--- config.mk ---
export PLATFORM = sky130hd
export DESIGN_NAME = i2c_arbiter
export DESIGN_NICKNAME = d
export VERILOG_FILES = /design/src/rtl/i2c_arbiter_pkg.sv /design/src/rtl/i2c_arbiter_rr_select.sv /design/src/rtl/i2c_arbiter.sv
export SDC_FILE = /design/constraint.sdc
export NUM_CORES = 1
export LEC_CHECK = 0
export BUFFER_PORTS_ARGS = -buffer_cell sky130_fd_sc_hd__clkbuf_2
export CAP_MARGIN = 20
export CORE_MARGIN = 2
export CORE_UTILIZATION = 45
export CTS_BUF_LIST = sky130_fd_sc_hd__clkbuf_4
export DETAILED_ROUTE_END_ITERATION = 8
export PLACE_DENSITY = 0.79
export SLEW_MARGIN = 40
export SYNTH_ARGS = -nofsm -noshare
export SYNTH_HDL_FRONTEND = slang
export SYNTH_HIERARCHICAL = 1
export SYNTH_SLANG_ARGS = --single-unit
--- constraint.sdc ---
create_clock -name clk -period 2.8 [get_ports clk]
set_clock_uncertainty 0.2 [all_clocks]
set_input_delay 0.14 -clock clk [delete_from_list [all_inputs] [get_ports clk]]
set_output_delay 0.14 -clock clk [all_outputs]
set_load 0.005 [all_outputs]
--- src/rtl/i2c_arbiter_pkg.sv ---
// i2c_arbiter_pkg
//   Shared definitions for the I2C requester arbiter: FSM state encoding,
//   transaction field width and the default retry / timeout limits.
package i2c_arbiter_pkg;

   localparam int unsigned FIELD_W         = 8;
   localparam int unsigned DEF_MAX_RETRY   = 3;
   localparam int unsigned DEF_TIMEOUT_CYC = 200000;

   typedef enum logic [1:0] {
      S_IDLE  = 2'd0,
      S_ISSUE = 2'd1,
      S_WAIT  = 2'd2,
      S_DONE  = 2'd3
   } state_t;

endpackage

--- src/rtl/i2c_arbiter_rr_select.sv ---
// rr_select
//   Combinational round-robin picker. Returns the first set request at or
//   above ptr, wrapping modulo N.
//   req  : request vector
//   ptr  : search start index
//   gnt  : one-hot selection (zero when nothing requested)
//   idx  : binary index of the selection
//   any  : at least one request present
module rr_select #(
   parameter  int unsigned N  = 4,
   localparam int unsigned IW = (N > 1) ? $clog2(N) : 1
) (
   input  logic [N-1:0]  req,
   input  logic [IW-1:0] ptr,
   output logic [N-1:0]  gnt,
   output logic [IW-1:0] idx,
   output logic          any
);

   // Outer loop walks offsets from ptr so the nearest request wins; the inner
   // loop matches the wrapped position to a constant bit index.
   always_comb begin
      gnt = '0;
      idx = '0;
      any = 1'b0;
      for (int unsigned i = 0; i < N; i++) begin
         for (int unsigned k = 0; k < N; k++) begin
            if (!any && req[k] && (((32'(ptr) + i) % N) == k)) begin
               any    = 1'b1;
               gnt[k] = 1'b1;
               idx    = IW'(k);
            end
         end
      end
   end

endmodule

--- src/rtl/i2c_arbiter.sv ---
// i2c_arbiter
//   Shares one I2C master between N_REQ requesters with round-robin fairness,
//   bounded retries on master resend and a per-transaction timeout.
//   req_i / addr_i / reg_i / wdata_i : per-requester request and fields
//   gnt_o, done_o, err_o, rdata_o     : per-requester grant / completion
//   m_start_o, m_addr_o, m_reg_o, m_wdata_o : command to the I2C master
//   m_done_i, m_resend_i, m_rdata_i   : status from the I2C master
module i2c_arbiter
   import i2c_arbiter_pkg::*;
#(
   parameter int unsigned N_REQ       = 4,
   parameter int unsigned MAX_RETRY   = DEF_MAX_RETRY,
   parameter int unsigned TIMEOUT_CYC = DEF_TIMEOUT_CYC
) (
   input  logic                       clk,
   input  logic                       rst,
   input  logic [N_REQ-1:0]           req_i,
   input  logic [FIELD_W*N_REQ-1:0]   addr_i,
   input  logic [FIELD_W*N_REQ-1:0]   reg_i,
   input  logic [FIELD_W*N_REQ-1:0]   wdata_i,
   output logic [N_REQ-1:0]           gnt_o,
   output logic [N_REQ-1:0]           done_o,
   output logic                       err_o,
   output logic [FIELD_W-1:0]         rdata_o,
   output logic                       m_start_o,
   output logic [FIELD_W-1:0]         m_addr_o,
   output logic [FIELD_W-1:0]         m_reg_o,
   output logic [FIELD_W-1:0]         m_wdata_o,
   input  logic                       m_done_i,
   input  logic                       m_resend_i,
   input  logic [FIELD_W-1:0]         m_rdata_i
);

   localparam int unsigned IW = (N_REQ > 1) ? $clog2(N_REQ) : 1;
   localparam int unsigned RW = $clog2(MAX_RETRY + 2);
   localparam int unsigned TW = $clog2(TIMEOUT_CYC + 1);

   state_t             state;
   logic [IW-1:0]      rr_ptr;
   logic [IW-1:0]      g_idx;
   logic [RW-1:0]      retry_cnt;
   logic [TW-1:0]      tcnt;

   logic [N_REQ-1:0]   sel_gnt;
   logic [IW-1:0]      sel_idx;
   logic               sel_any;
   logic [FIELD_W-1:0] sel_addr;
   logic [FIELD_W-1:0] sel_reg;
   logic [FIELD_W-1:0] sel_wdata;

   rr_select #(.N(N_REQ)) u_rr_select (
      .req (req_i),
      .ptr (rr_ptr),
      .gnt (sel_gnt),
      .idx (sel_idx),
      .any (sel_any)
   );

   always_comb begin
      sel_addr  = '0;
      sel_reg   = '0;
      sel_wdata = '0;
      for (int unsigned k = 0; k < N_REQ; k++) begin
         if (sel_gnt[k]) begin
            sel_addr  = addr_i[k*FIELD_W +: FIELD_W];
            sel_reg   = reg_i[k*FIELD_W +: FIELD_W];
            sel_wdata = wdata_i[k*FIELD_W +: FIELD_W];
         end
      end
   end

   // done_o / err_o are loaded on the edge entering DONE so they are high for
   // exactly the DONE cycle; m_start_o is loaded on the edge leaving ISSUE.
   always_ff @(posedge clk or posedge rst) begin
      if (rst) begin
         state     <= S_IDLE;
         rr_ptr    <= '0;
         g_idx     <= '0;
         retry_cnt <= '0;
         tcnt      <= '0;
         gnt_o     <= '0;
         done_o    <= '0;
         err_o     <= 1'b0;
         rdata_o   <= '0;
         m_start_o <= 1'b0;
         m_addr_o  <= '0;
         m_reg_o   <= '0;
         m_wdata_o <= '0;
      end else begin
         m_start_o <= 1'b0;
         case (state)
            S_IDLE: begin
               if (sel_any) begin
                  m_addr_o  <= sel_addr;
                  m_reg_o   <= sel_reg;
                  m_wdata_o <= sel_wdata;
                  gnt_o     <= sel_gnt;
                  g_idx     <= sel_idx;
                  state     <= S_ISSUE;
               end
            end
            S_ISSUE: begin
               m_start_o <= 1'b1;
               tcnt      <= '0;
               state     <= S_WAIT;
            end
            S_WAIT: begin
               if (m_resend_i) begin
                  if (retry_cnt < RW'(MAX_RETRY)) begin
                     retry_cnt <= retry_cnt + 1'b1;
                     state     <= S_ISSUE;
                  end else begin
                     err_o  <= 1'b1;
                     done_o <= gnt_o;
                     state  <= S_DONE;
                  end
               end else if (m_done_i) begin
                  rdata_o <= m_rdata_i;
                  err_o   <= 1'b0;
                  done_o  <= gnt_o;
                  state   <= S_DONE;
               end else if (tcnt == TW'(TIMEOUT_CYC - 1)) begin
                  err_o  <= 1'b1;
                  done_o <= gnt_o;
                  state  <= S_DONE;
               end else begin
                  tcnt <= tcnt + 1'b1;
               end
            end
            S_DONE: begin
               done_o    <= '0;
               err_o     <= 1'b0;
               gnt_o     <= '0;
               retry_cnt <= '0;
               rr_ptr    <= (g_idx == IW'(N_REQ - 1)) ? '0 : g_idx + 1'b1;
               state     <= S_IDLE;
            end
            default: state <= S_IDLE;
         endcase
      end
   end

endmodule

* Word level (Yosys, flattened, before mapping) *
Index checks and enable logic that the tools add are counted.

cells by class
  $lt $le $gt $ge = 1
  multiply operators = 0
  divide/modulo/power cells = 0
  bitwise operators = 1
  add/sub/neg operators = 6
  reductions and logical operators = 61
  shifts and indexed selects = 0
  equality and inequality tests = 25
  mux-type cells = 85

operator list
  kind                   count
  $logic_not 32->1       4
  $mux 8                 12
  $mux 18                3
  $mux 2                 20
  $mux 1                 37
  $pmux 18 s2            1
  $logic_and 1x1->1      31
  $eq 2x2->1 const B     11
  $mux 4                 5
  $add 18x1->18 const B  1
  $eq 18x18->1 const B   1
  $pmux 4 s2             2
  $logic_not 1->1        15
  $ne 2x2->1 const B     6
  $eq 2x1->1 const B     5
  $reduce_and 3->1       3
  $pmux 2 s4             1
  $mux 3                 2
  $pmux 3 s2             1
  $reduce_and 2->1       3
  $reduce_bool 2->1      3
  $add 2x1->2 const B    2
  $add 2x2->2 const B    2
  $ne 4x4->1 const B     1
  7 further kinds        7

storage, ports and cells
  input bits = 112
  ROM bits = 0
  output and inout bits = 42
  bits in registers = 69
  memories = 0
  bits in latches = 0
  memory bits (writable) = 0
  logic and storage cells = 192

* Depth between registers and ports, before layout *
  depth in word-level cells = 65
  depth in mapped cells = 9
  depth with buffers taken out = 7

* Cells and area by module *
Netlist, hierarchy kept.

modules (own cells, without submodules)
  module       cells each  instances  area each (sq um)  sequential area each (sq um)
  i2c_arbiter  393         1          3759.9             1726.7
  rr_select    27          1          148.9              0.0

* Worst setup path after synthesis *
Ideal clock, no wire load.

  kind = register -> register
  start = register rr_ptr[1]
  end = register m_addr_o[0]
  setup slack = 0.613 ns
  required time = 2.518 ns
  clock period less this slack = 2.187 ns
  library setup time = 0.082 ns
  arrival = 1.905 ns
  buffers on the path = 3
  stages on the path, launching flop included = 10
  cells stage by stage = dfrtp_1 -> buf_2 -> inv_1 -> o221a_1 -> clkbuf_1 -> nor2b_1 -> buf_2 -> a221oi_1 -> a211o_1 -> a31oi_1

on the way
  elaborated cells between the ends (all ways) = 101
  those cells by class = 3 x add/sub; 12 x eq/ne; 35 x mux; 51 x reduce/logical

RTL lines
  what                             RTL line                     source
  start, declared                  i2c_arbiter.sv:39            logic [IW-1:0] rr_ptr;
  start signal, assigned           i2c_arbiter.sv:135           rr_ptr <= (g_idx == IW'(N_REQ - 1)) ? '0 : g_idx + 1'b1;
  $logic_not 32->1                 i2c_arbiter_rr_select.sv:28  if (!any && req[k] && (((32'(ptr) + i) % N) == k)) begin
  $logic_and 1x1->1                i2c_arbiter_rr_select.sv:28
  $mux 1                           i2c_arbiter_rr_select.sv:28
  $logic_not 1->1                  i2c_arbiter_rr_select.sv:28
  $logic_and 1x1->1 (2 in series)  i2c_arbiter_rr_select.sv:28
  $mux 1                           i2c_arbiter_rr_select.sv:28
  $logic_not 1->1                  i2c_arbiter_rr_select.sv:28
  $logic_and 1x1->1 (2 in series)  i2c_arbiter_rr_select.sv:28
  [... 37 more ...]                --
  $logic_not 1->1                  i2c_arbiter_rr_select.sv:28
  $logic_and 1x1->1 (2 in series)  i2c_arbiter_rr_select.sv:28
  $mux 1                           i2c_arbiter_rr_select.sv:28
  $logic_not 1->1                  i2c_arbiter_rr_select.sv:28
  $logic_and 1x1->1 (2 in series)  i2c_arbiter_rr_select.sv:28
  $mux 1 *                         i2c_arbiter_rr_select.sv:28
  named net sel_gnt[1]             i2c_arbiter.sv:44            logic [N_REQ-1:0] sel_gnt;
  $mux 8 * (3 in series)           i2c_arbiter.sv:64            if (sel_gnt[k]) begin
  end signal, assigned             i2c_arbiter.sv:94            m_addr_o <= sel_addr;
  end, declared                    i2c_arbiter.sv:26            output logic [FIELD_W-1:0] m_addr_o,

Mark *: on every way through the listed nets, which the timed path passes. The rest lies on a longest branch.
A chain may end at the register's enable or synchronous reset.

* Worst setup path in the final report *
  start = register rr_ptr[0]
  end = register m_wdata_o[3]

on the way
  elaborated cells between the ends (all ways) = 101
  those cells by class = 3 x add/sub; 12 x eq/ne; 35 x mux; 51 x reduce/logical

RTL lines
  what                             RTL line                     source
  $logic_not 32->1                 i2c_arbiter_rr_select.sv:28
  $logic_and 1x1->1                i2c_arbiter_rr_select.sv:28
  $mux 1                           i2c_arbiter_rr_select.sv:28
  $logic_not 1->1                  i2c_arbiter_rr_select.sv:28
  $logic_and 1x1->1 (2 in series)  i2c_arbiter_rr_select.sv:28
  $mux 1                           i2c_arbiter_rr_select.sv:28
  $logic_not 1->1                  i2c_arbiter_rr_select.sv:28
  $logic_and 1x1->1 (2 in series)  i2c_arbiter_rr_select.sv:28
  [... 33 more ...]                --
  $logic_not 1->1                  i2c_arbiter_rr_select.sv:28
  $logic_and 1x1->1 (2 in series)  i2c_arbiter_rr_select.sv:28
  $mux 1                           i2c_arbiter_rr_select.sv:28
  $logic_not 1->1                  i2c_arbiter_rr_select.sv:28
  $logic_and 1x1->1 (2 in series)  i2c_arbiter_rr_select.sv:28
  $mux 1 *                         i2c_arbiter_rr_select.sv:28
  named net sel_gnt[0]             i2c_arbiter.sv:44
  $mux 8 * (4 in series)           i2c_arbiter.sv:64
  end signal, assigned             i2c_arbiter.sv:96            m_wdata_o <= sel_wdata;
  end, declared                    i2c_arbiter.sv:28            output logic [FIELD_W-1:0] m_wdata_o,

Marked as above.

==> results.yml <==
sta:
  final_hold_viol_count: 0
  finalSetupViolations: 0
  timing.fmax_mhz: 377
  slew_violations: 0
  period_minus_slack_ps: 2650
  setup_tns_ps: 0
  period_share_pct: 94.8
  grt_setup_unrepaired: "no"
  max_slew_margin_pct: 54.7
  worstMarginPinSlew_ps: 676
critical_path:
  crit_path_top_delay_cell: "dlygate4sd3_1"
  path_max_fanout: 7
  worst_setup_path_end_kind: "flip-flop"
  arrival_ps: 2830
  cp-start-kind: "flip-flop"
  required_ps: 2980
  cp_cell_sequence: "and2b_4, o22ai_1, a31o_1, nor2b_4, buf_6, a221oi_2, a211o_1, a31oi_1, dlygate4sd3_1"
  criticalPathCategory: "flip-flop to flip-flop"
  worst_path_largest_cell_delay_ps: 560
  crit_family: "compound AO/OA/AOI/OAI gates"
  critPathBufInv: 2
floorplanning:
  core_area_mm2: 0.00855
  dieWidth_um: 97.2
  num_rows: 34
  start_util_pct: 45.7
  dieHeight_um: 97.2
  dieArea_mm2: 0.00945
  ios: 154
layout:
  final_util_pct: 66.0
  antennaDiodeCount: 0
  syn2layout_area_growth_pct: 44.3
  layout.nets: 745
  drive_gt1_share_pct: 33.7
  instances_no_fill: 743
grt:
  grt_use_met1_pct: 32.2
  grt_pass1_wl_um: 21000
  grt_util_met3_pct: 5.54
  gr-total-overflow: 0
  antenna_found_initial: 0
  grt_max_degree: 70
  grt_pass1_vias: 4424
  use_met2_pct: 47.5
  busiest_layer: "met2"
  track_usage_pct: 27.5
detailed_routing:
  wl_um: 13100
  post_drt_wl_per_cell_um: 17.7
  drc: 0
  vias: 4362
  avgViaCountPerCell: 5.87
  drt_iter0_drc: 234
  drtPass1Iterations: 5
  ant_nets: 0
clocking:
  worstSkewPairLatency_ps: 440
  root_buffer: "clkbuf_4"
  clockBufferDepth: 2
  clkTransAtPathRegs_ps: 150
  cts_tree: "done"
  clock_sinks: 69
  numCtsBuffers: 9
  cts_max_level: 3
pwr:
  swShare_pct: 40.5
  p_leak_nw: 2.71
  seqPwrFrac_pct: 35.8
  power_frac_clock_pct: 17.1
  power.density_mw_per_mm2: 834
  ir_drop_mv: 0.523
  p_int_mw: 2.80
  p_switching_mw: 1.91
  power_frac_comb_pct: 47.1
synth:
  syn-cell-area_mm2: 0.00391
  synth-seq-area-share_pct: 44.2
  synth_area_leaders: "dfrtp_1 (44%), a211o_1 (5.6%), nand2_1 (5.6%)"
  synthArstFlopShare_pct: 100
  synth-main-ff-cell: "dfrtp_1"
  ys_types: 53
  synth_top_area_cell: "dfrtp_1"
  synth_cells: 420
  ys_seq_elements: 69
  yosysTopAreaCellShare_pct: 44.2
  synth_edf_count: 0
  syn_area_per_cell_um2: 9.31
  ys_warn_count: 6
  synth.net_count: 535
job:
  max_cap_violations: 0
placement:
  dpl.cell_count: 663
  dp_hpwl_um: 8320
  numPortBuffers: 153
  gp_congestion: 0.818
outcome:
  outcome: "finished clean"
min_path:
  hp-class: "input pin to flip-flop"
## worst reg2reg max path, stage by stage, from the launching register on
cell and delay (ps):
dfrtp_1 450, and2b_4 230, o22ai_1 140, a31o_1 200
nor2b_4 160, buf_6 140, a221oi_2 60, a211o_1 280
a31oi_1 170, dlygate4sd3_1 560
## synthesized netlist by cell type (all sizes together) (2+ instances only)
cell type and count:
nand3 9, o311ai 2, nand4 5, nor3b 3
and2 2, nand2b 3, dfrtp 69, o22ai 2
inv 37, a221oi 24, nor4b 2, nor2b 4
a31oi 24, a211oi 3, ha 3, o31ai 3
a31o 2, a211o 25, mux2 12, nor2 33
buf 10, o32ai 5, nand2 58, mux2i 13
nor4 2, clkbuf 18, a21oi 11, and2b 2
o211ai 2, nor3 8, o21ai 11, and4bb 2
## placed cells by master, fill, tap and decap left out, drive strengths merged, types with 4 or more instances in the layout
master	count
clkbuf	162
nor2b	4
mux2i	13
a211o	25
a31oi	24
inv	41
a221oi	24
nand4	5
nand3	9
nand2	58
nor2	33
nor3	8
mux2	12
buf	13
a21oi	11
dfrtp	69
o21ai	11
o32ai	5
dlygate4sd3	61
## registers in the layout (all words and copies together) (netlist names)
signal	cells
state	2
tcnt	18
m_start_o	1
rdata_o	8
m_wdata_o	8
m_reg_o	8
g_idx	2
gnt_o	4
err_o	1
m_addr_o	8
done_o	4
retry_cnt	3
rr_ptr	2
## cell type report
class                   count  area (µm²)
well taps                 108         135
repair buffers            227        1510
clock buffers               9        67.6
fillers                   631        2910
flip-flops and latches     69        1730
inverters                  37         139
multi-input cells         286        1960
clock inverters             7         103
## through the flow
stage / setup slack (ps) / power (mW) / instance area (µm²) / hold WS, ps
after floorplan: 613 / 2.93 / 3910 / 90.0
after global placement: 584 / 3.62 / 4820 / 174
after detailed placement: 490 / 3.73 / 4820 / 134
after CTS: 20.1 / 4.60 / 5600 / 12.1
after global routing: 13.0 / 5.00 / 5640 / 50.8
final: 146 / 4.71 / 5640 / 29.7
## cells by family (layout without fill, tap and decap cells)
group,Yosys count,in the layout,share of synthesized area [%]
AND/OR/NAND/NOR,137,137,18.0
AO/OA/AOI/OAI,120,120,23.1
flip-flops,69,69,44.2
buffers and inverters,65,280,6.72
multiplexers,25,25,6.79
adder cells (fa/ha/maj),3,3,0.960
XOR/XNOR,1,1,0.224
## power by group through the flow
| stage | Combinational, mW | Clock (mW) | Sequential, mW |
|---|---|---|---|
| finish | 2.22 | 0.804 | 1.68 |
| global route | 2.42 | 0.851 | 1.73 |
| global placement | 1.95 | 0 | 1.66 |
| CTS | 2.13 | 0.804 | 1.67 |
| floorplan | 1.32 | 0 | 1.61 |
| detailed placement | 2.04 | 0 | 1.68 |
## what timing repair did
action                                  CTS  global route
endpoints found under the setup margin    0             1
resized for setup                         0             5
hold endpoints to repair                107             0
hold buffers                             61             0
setup buffers                             0             3
## final timing paths
check | startpoint | to | slack (ps) | depth (start not counted)
worst max-delay path | rr_ptr[0] | m_wdata_o[3] | 150 | 9
worst max register to register | rr_ptr[0] | m_wdata_o[3] | 150 | 9
max in group asynchronous | rst | retry_cnt[1] | 1710 | 4
worst min register to register | g_idx[0] | rr_ptr[0] | 290 | 1
min in group asynchronous | rst | m_wdata_o[6] | 190 | 4
worst min-delay path | req_i[1] | state[0] | 30 | 5
## layer usage
layer | up-vias | share of wire [%]
met2 | 250 | 51
li1 | 1961 | -
met4 | 0 | 4.0
met5 | - | 0
met1 | 2107 | 37
met3 | 44 | 7.8
No activity file was read; power rests on OpenSTA's default activity.
